### config.mk
export PLATFORM = sky130hd
export DESIGN_NAME = wave_osc_multi
export DESIGN_NICKNAME = d
export VERILOG_FILES = /design/src/rtl/wave_osc_multi.sv
export SDC_FILE = /design/constraint.sdc
export NUM_CORES = 1
export LEC_CHECK = 0
export CAP_MARGIN = 10
export CORE_UTILIZATION = 50
export DETAILED_ROUTE_END_ITERATION = 6
export PLACE_DENSITY = 0.72
export SLEW_MARGIN = 20
export SYNTH_ARGS = -nofsm -noshare
export SYNTH_HDL_FRONTEND = slang
export SYNTH_SLANG_ARGS = --single-unit
### constraint.sdc
create_clock -name CLK -period 7.5 [get_ports CLK]
set_clock_uncertainty 0.1 [all_clocks]
set_input_delay 1.5 -clock CLK [delete_from_list [all_inputs] [get_ports CLK]]
set_output_delay 1.5 -clock CLK [all_outputs]
set_load 0.005 [all_outputs]
### src/rtl/wave_osc_multi.sv
`timescale 1ns / 1ps
// wave_osc_multi -- time-multiplexed multi-channel waveform oscillator.
// CH channels share one datapath. Each EN-high cycle serves one channel slot,
// and that slot's sample leaves a two-stage pipeline two cycles later.
// Optional feature: define OSC_HARD_SYNC_EN to add the SYNC hard-sync input.
module wave_osc_multi #(
   parameter  int CH  = 4,
   parameter  int W   = 16,
   localparam int CHW = (CH > 1) ? $clog2(CH) : 1
) (
   input  logic           CLK,
   input  logic           RST_N,
   input  logic           EN,
   input  logic           CFG_WE,
   input  logic [CHW-1:0] CFG_CH,
   input  logic [1:0]     CFG_FORM,
   input  logic [31:0]    CFG_FREQ,
   input  logic [W-1:0]   CFG_DUTY,
`ifdef OSC_HARD_SYNC_EN
   input  logic [CH-1:0]  SYNC,
`endif
   output logic           OUT_VALID,
   output logic [CHW-1:0] OUT_CH,
   output logic [W-1:0]   OUT_SIG,
   output logic           FRAME
);

   typedef enum logic [1:0] {
      FORM_SAW      = 2'b00,
      FORM_SQUARE   = 2'b01,
      FORM_TRIANGLE = 2'b10,
      FORM_NOISE    = 2'b11
   } form_e;

   // Galois mask for x^32 + x^22 + x^2 + x + 1, shifting towards bit 0.
   localparam logic [31:0]    LFSR_TAPS = 32'h8020_0003;
   localparam logic [31:0]    LFSR_SEED = 32'h0000_0001;
   localparam logic [W-1:0]   MID_SCALE = {1'b1, {(W-1){1'b0}}};
   localparam logic [CHW-1:0] LAST_SLOT = CHW'(CH - 1);

   // Per-channel state and configuration
   logic [31:0]    phase [CH];
   logic [W-1:0]   hold  [CH];
   logic [31:0]    freq  [CH];
   form_e          form  [CH];
   logic [W-1:0]   duty  [CH];
   logic [31:0]    lfsr;
   logic [CHW-1:0] slot;

   // Slot arithmetic
   logic [CHW-1:0] slot_next;
   logic [31:0]    lfsr_next;
   logic [32:0]    phase_sum;
   logic           sync_hit;
   logic           carry;
   logic [W-1:0]   slot_p;
   logic           cfg_ok;

   // Pipeline stage 1
   logic           s1_valid;
   logic [CHW-1:0] s1_ch;
   logic [W-1:0]   s1_p;
   form_e          s1_form;
   logic [W-1:0]   s1_duty;
   logic [W-1:0]   s1_hold;
   logic [W-1:0]   p_dbl;
   logic [W-1:0]   wave;

`ifdef OSC_HARD_SYNC_EN
   logic [CH-1:0]  pending;
   logic [CH-1:0]  slot_hit;
`endif

   // Per-slot next-state arithmetic: phase add with carry, sync override, LFSR step.
   always_comb begin
      sync_hit  = 1'b0;
`ifdef OSC_HARD_SYNC_EN
      sync_hit  = pending[slot];
`endif
      phase_sum = {1'b0, phase[slot]} + {1'b0, freq[slot]};
      carry     = phase_sum[32] & ~sync_hit;
      slot_p    = sync_hit ? '0 : phase[slot][31 -: W];
      lfsr_next = {1'b0, lfsr[31:1]} ^ (lfsr[0] ? LFSR_TAPS : 32'h0);
      slot_next = (slot == LAST_SLOT) ? '0 : slot + 1'b1;
   end

   // Oscillator state: advances only on EN-high cycles, one channel per cycle.
   always_ff @(posedge CLK or negedge RST_N) begin
      // NOTE: clocked state uses <= so every register samples pre-edge values.
      if (!RST_N) begin
         // NOTE: the per-channel arrays are real state with defined reset values,
         // so they are cleared by loop here rather than inferred as RAM.
         for (int i = 0; i < CH; i++) begin
            phase[i] <= '0;
            hold[i]  <= MID_SCALE;
         end
         lfsr <= LFSR_SEED;
         slot <= '0;
      end else if (EN) begin
         phase[slot] <= sync_hit ? freq[slot] : phase_sum[31:0];
         if (carry) hold[slot] <= lfsr[W-1:0];
         lfsr <= lfsr_next;
         slot <= slot_next;
      end
   end

`ifdef OSC_HARD_SYNC_EN
   // One-hot marker of the channel served this cycle.
   always_comb begin
      slot_hit       = '0;
      slot_hit[slot] = EN;
   end

   // Hard-sync requests: a pulse arms the flag, the channel's next slot consumes it.
   always_ff @(posedge CLK or negedge RST_N) begin
      if (!RST_N) pending <= '0;
      else        pending <= (pending & ~slot_hit) | SYNC;
   end
`endif

   assign cfg_ok = ({{(32-CHW){1'b0}}, CFG_CH} < 32'(CH));

   // Configuration registers: the slot reading a channel this cycle still sees old values.
   always_ff @(posedge CLK or negedge RST_N) begin
      if (!RST_N) begin
         for (int i = 0; i < CH; i++) begin
            freq[i] <= '0;
            form[i] <= FORM_SAW;
            duty[i] <= MID_SCALE;
         end
      end else if (CFG_WE && cfg_ok) begin
         freq[CFG_CH] <= CFG_FREQ;
         form[CFG_CH] <= form_e'(CFG_FORM);
         duty[CFG_CH] <= CFG_DUTY;
      end
   end

   // Stage 1: capture the slot's phase sample and the settings that shape it.
   always_ff @(posedge CLK or negedge RST_N) begin
      if (!RST_N) begin
         s1_valid <= 1'b0;
         s1_ch    <= '0;
         s1_p     <= '0;
         s1_form  <= FORM_SAW;
         s1_duty  <= MID_SCALE;
         s1_hold  <= MID_SCALE;
      end else begin
         s1_valid <= EN;
         if (EN) begin
            s1_ch   <= slot;
            s1_p    <= slot_p;
            s1_form <= form[slot];
            s1_duty <= duty[slot];
            s1_hold <= hold[slot];
         end
      end
   end

   // Waveform shaping of the stage-1 sample.
   always_comb begin
      // NOTE: default first, so no path through the case leaves wave unassigned (no latch).
      wave  = s1_hold;
      p_dbl = {s1_p[W-2:0], 1'b0};
      case (s1_form)
         FORM_SAW:      wave = s1_p;
         FORM_SQUARE:   wave = (s1_p < s1_duty) ? '1 : '0;
         FORM_TRIANGLE: wave = s1_p[W-1] ? ~p_dbl : p_dbl;
         default:       wave = s1_hold;
      endcase
   end

   // Stage 2: register the shaped sample; hold the last one while nothing is in flight.
   always_ff @(posedge CLK or negedge RST_N) begin
      if (!RST_N) begin
         OUT_VALID <= 1'b0;
         OUT_CH    <= '0;
         OUT_SIG   <= MID_SCALE;
         FRAME     <= 1'b0;
      end else begin
         OUT_VALID <= s1_valid;
         FRAME     <= s1_valid && (s1_ch == '0);
         if (s1_valid) begin
            OUT_CH  <= s1_ch;
            OUT_SIG <= wave;
         end
      end
   end

endmodule

Yosys cells after proc, flatten, opt, wreduce, memory -nomap -nowiden. Cells that the tools add are included.

Bits of input ports: 56. Flip-flop bits (word level): 499. Output and inout port bits: 20.

Bitwise gates (word level): 4. $lt $le $gt $ge: 5. Add/sub/neg operators: 2. Equal/unequal tests: 3. Muxes and demuxes: 35. Reductions and logical operators: 6.

Operators by type and width (number): 128-bit bitwise mux (2); 32-bit two-way mux (7); 32-bit binary-select mux with 2-bit select (2); 64-bit bitwise mux (2); 32-bit demux with 2-bit select (2); 16-bit two-way mux (8); 16-bit binary-select mux with 2-bit select (2); 16-bit demux with 2-bit select (2); 16-bit one-hot mux with 3 select lines (1); 32-bit by 32-bit adder with 33-bit output (1); 31-bit by 32-bit bitwise XOR with 32-bit output (1); 16-bit < comparator (1); 16-bit inverter (1); 8-bit bitwise mux (1); 2-bit two-way mux (4); 3-bit greater-or-equal comparator (second input constant) (2); 3-bit by 1-bit < comparator with 1-bit output (second input constant) (2); 2-bit inverter with 3-bit output (2); 2-bit binary-select mux with 2-bit select (1); 2-bit demux with 2-bit select (1); 2-bit equality test (second input constant) (2); 2-bit zero test (2); 1-bit logical AND (3); 2-bit by 1-bit adder with 2-bit output (second input constant) (1); other kinds (2) (2).

Depth between registers and ports, before layout.
Word-level depth: 6. Depth in mapped cells: 15.

Least setup slack after synthesis. Ideal clock, no wire load.

Path kind: reg2reg. Start point: reg slot[0]. End point: reg hold[10] (netlist name). Path buffers: 4. Period minus slack after synthesis: 4.991 ns. Stages on the path, launching flop included: 16. Data arrival time: 4.766 ns. Data required time: 7.275 ns. Setup slack: 2.509 ns. Cell sequence: dfrtp_1 -> clkbuf_1 -> clkbuf_1 -> buf_1 -> mux4_2 -> ha_1 -> fa_1 -> a211oi_2 -> o21ai_4 -> nand4_2 -> a21oi_2 -> o31ai_2 -> o41ai_4 -> nand3_4 -> buf_6 -> mux2_4.

Word-level cells in the longest chain between the ends: 6.

Ends and longest elaborated chain: from (decl) (line 48) `logic [CHW-1:0] slot;`; from (signal assigned) (line 103) `slot <= slot_next;`; 2-bit inverter with 3-bit output (not written as such) * (line 80, 101); 32-bit binary-select mux with 2-bit select (tied with other cells) (line 80) `phase_sum = {1'b0, phase[slot]} + {1'b0, freq[slot]};`; 32-bit two-way mux (not written as such) or 1-bit logical AND (tied branches) (line 80, 101); 32-bit two-way mux (not written as such) or 16-bit two-way mux (tied branches) (line 80, 101); 32-bit by 32-bit adder with 33-bit output or 16-bit demux with 2-bit select (tied branches) (line 80, 101); 2-bit AND reduction (no source line) or 64-bit bitwise mux (tied branches); to (signal, indexed assignment) (line 101) `if (carry) hold[slot] <= lfsr[W-1:0];`; to (decl) (line 43) `logic [W-1:0] hold [CH];`.

Mark *: on every way between the ends. The rest lies on a longest branch, timed or not. The select of a mux whose other input is x is not followed. A chain may end at the register's enable or synchronous reset.

Worst setup path in the final report.
Start point: reg slot[0]. End point: reg hold[23] (netlist name).

Word-level cells in the longest chain between the ends: 6.

Ends and longest elaborated chain: 2-bit inverter with 3-bit output; 32-bit binary-select mux with 2-bit select; 32-bit two-way mux (2 in a row); named net slot_p[1] (line 56) `logic [W-1:0] slot_p;`; 32-bit by 32-bit adder with 33-bit output (line 80); 2-bit AND reduction (no source line).

The timed path passes the listed nets, and every way through them passes these cells. The select of a mux whose other input is x is not followed.

==> results.cfg <==
[outcome]
status = finished, final reports clean

[die]
rows = 78
die_w_microns = 218
die_h_microns = 218
core_area_sq_mm = 0.0458
die-area_sq_mm = 0.0477
ios = 76
start_util_pct = 51.1

[synthesis]
ys_seq_elements = 499
yosysWarnings = 0
syn_area_sq_mm = 0.0234
netlist.area_leader.share_pct = 52.1
avgSynthCellArea_sq_um = 14.0
ys_dominant_reg_cell = dfrtp_1
async_reset_ff_share_pct = 100
synthTopCellsByArea = dfrtp_1, mux2_2, mux4_2
synth_area_leader_cell = dfrtp_1
synth_edf_count = 0
synth_cells = 1670
yosysSeqAreaShare_pct = 53.4
syn_nets = 1778
synth_cell_types = 57

[clock_network]
cts_made_buffers = 52
path_clk_slew_ns = 0.06
cts_root_buf = clkbuf_16
post_cts_buffers = 0
cts_tree = done
cts_hold_buffers = 0
cts_resized = 0
clock_sinks = 499
clockBufferDepth = 3
insertion_delay_ns = 0.60
cts.htree.levels = 2

[timing]
slew_headroom_pct = 33.0
setup-tns-final_ns = 0
hold_viol_final = 0
finalSetupViolations = 0
min_period_ns = 4.99
slew_violations = 0
rsz0062_at_grt = false
tightest_slew_ns = 1.01
fmax_ghz = 0.201
min_period_over_period_pct = 66.5

[worst_setup_path]
criticalPathCategory = reg2reg
r2r-end = hold[23]
start_kind = flop
crit_path_frequent_cell = o31ai_2
crit_chain = buf_4 > mux4_2 > ha_1 > a21oi_1 > o21ai_1 > a211oi_1 > o31ai_2 > o31ai_2 > o41ai_4 > nand3_4 > mux2_4
reg2reg_from = slot[0]
critical_path_buf_inv_count = 1
cp.required_ns = 7.88
crit_fanout = 26
critical_path.max_stage_delay_ns = 0.77
cp_slowest_cell = dfrtp_4
reg2reg_slack_ns = 2.51
cp.arrival_ns = 5.37
ff2ff_path_depth = 11
crit_family = compound AO/OA/AOI/OAI gates
cp-end-kind = flop

[worst_hold_path]
hold_class = reg2reg
hold_start = s1_ch[1]
min_path_cells = 1
hold_path_end = FRAME

[route]
first_pass_iters = 5
drc_errors = 0
ant_nets = 0
dr_total_vias = 13800
postRouteWirelength_microns = 49000
wl_per_cell_microns = 20.7
vias_per_cell = 5.85
initialDrtViolationCount = 830

[global_routing]
gr-total-overflow = 0
antenna_found_initial = 1
track_usage_pct = 21.6
grt_max_degree = 190
grt_pass1_vias = 14600
grt_pass1_wl_microns = 81000

[final_layout]
syn2layout_area_growth_pct = 13.3
layout.nets = 1829
drive_gt1_share_pct = 35.5
fin_util_pct = 57.9
antenna_cells = 0

[placed_design]
gp_congestion = 0.909
dp_hpwl_microns = 30900
portBuffers = 75

[run]
max_cap_violations = 0

[pwr]
p_per_area_mw_per_mm2 = 494
power_leakage_nw = 11.4
peakVddDrop_mv = 0.265
[where the power goes]
part           internal (mW)  switching, mW
clock network           1.60           1.07
registers               3.72          0.728
logic                   2.86           3.14
total                   8.17           4.93
[cells in the final DEF (no fill, tap or decap), drive strengths merged, types with 5 or more instances in the layout]
master         netlist  layout
o21bai               8       8
nand3               15      15
o211ai               5       5
nor3                 5       5
mux2i                6       6
a21oi               64      64
a21o                15      15
clkdlybuf4s50        0      73
dfstp               12      12
nand2              106     106
o21a                21      21
bufinv               0       5
nor2b                8       8
nand4                5       5
xnor2               22      22
ha                  51      51
a211oi               9       9
o31ai                5       5
mux2               396     396
mux4                98      98
dfrtp              487     487
o22ai               17      17
buf                 35      21
inv                 26      29
nor2                33      33
a31oi                6       6
o21ai               99      99
xor2                20      20
clkbuf              62      83
clkinv               0       5
[layout make-up]
type / count / area (sq um)
multi-input combinational: 1048 / 10400
sequential: 499 / 12500
inverter: 26 / 97.6
clock buffer: 83 / 1560
tap: 600 / 751
timing repair buffer: 94 / 945
fill: 3476 / 19300
clock inverter: 13 / 228
[layer usage]
metal / vias to the layer above / GRT usage, % / share of wire [%]
met1: 7277 / 31.1 / 46
li1: 6248 / - / -
met5: - / 0 / 0.024
met4: 2 / 5.66 / 2.1
met2: 230 / 34.2 / 48
met3: 69 / 3.62 / 3.4
[synthesized netlist by cell type (all sizes together), types with 17 or more instances]
library cell	instances
xor2	20
clkbuf	62
dfrtp	487
buf	35
o21a	21
o21ai	99
inv	26
mux2	396
nand2	106
a21oi	64
nor2	33
o22ai	17
ha	51
xnor2	22
mux4	98
[how the worst max path moves through the flow]
stage,depth (start not counted),endpoint,start
2_1_floorplan,15,hold[10],slot[0]
3_3_place_gp,11,hold[12],slot[0]
3_5_place_dp,11,hold[23],slot[0]
5_1_grt,11,hold[23],slot[0]
4_1_cts,11,hold[23],slot[0]
6_report,11,hold[23],slot[0]
[metrics by stage]
step                worst slack (ns)  instance area [sq um]  power, mW  std cells  hold slack, ns
detailed placement              2.48                  24700       10.4       2266           0.356
global placement                2.61                  24700       10.2       2266           0.346
finish                          2.51                  26500       13.1       2363           0.363
global route                    2.12                  26500       14.0       2363           0.384
floorplan                       2.51                  23400       8.81       1670           0.293
CTS                             2.46                  26500       13.2       2362           0.366
[cells by family (layout without fill, tap and decap cells)]
kind of cell / after synthesis / count (layout) / synth area share (%)
AO/OA/AOI/OAI: 267 / 267 / 7.00
XOR/XNOR: 42 / 42 / 1.57
adder cells (fa/ha/maj): 52 / 52 / 2.81
buffers and inverters: 123 / 216 / 2.11
flip-flops: 499 / 499 / 53.4
multiplexers: 500 / 500 / 29.4
AND/OR/NAND/NOR: 187 / 187 / 3.70
[flip-flops by register name, summed over array words and instances, names as in the netlist]
signal and flops:
OUT_VALID 1, s1_p 16, s1_hold 16, duty 64, form 8, s1_ch 2, OUT_CH 2, freq 128
OUT_SIG 16, s1_form 2, hold 64, slot 2, s1_valid 1, lfsr 32, phase 128, s1_duty 16
FRAME 1
No activity file was read; power rests on OpenSTA's default activity.
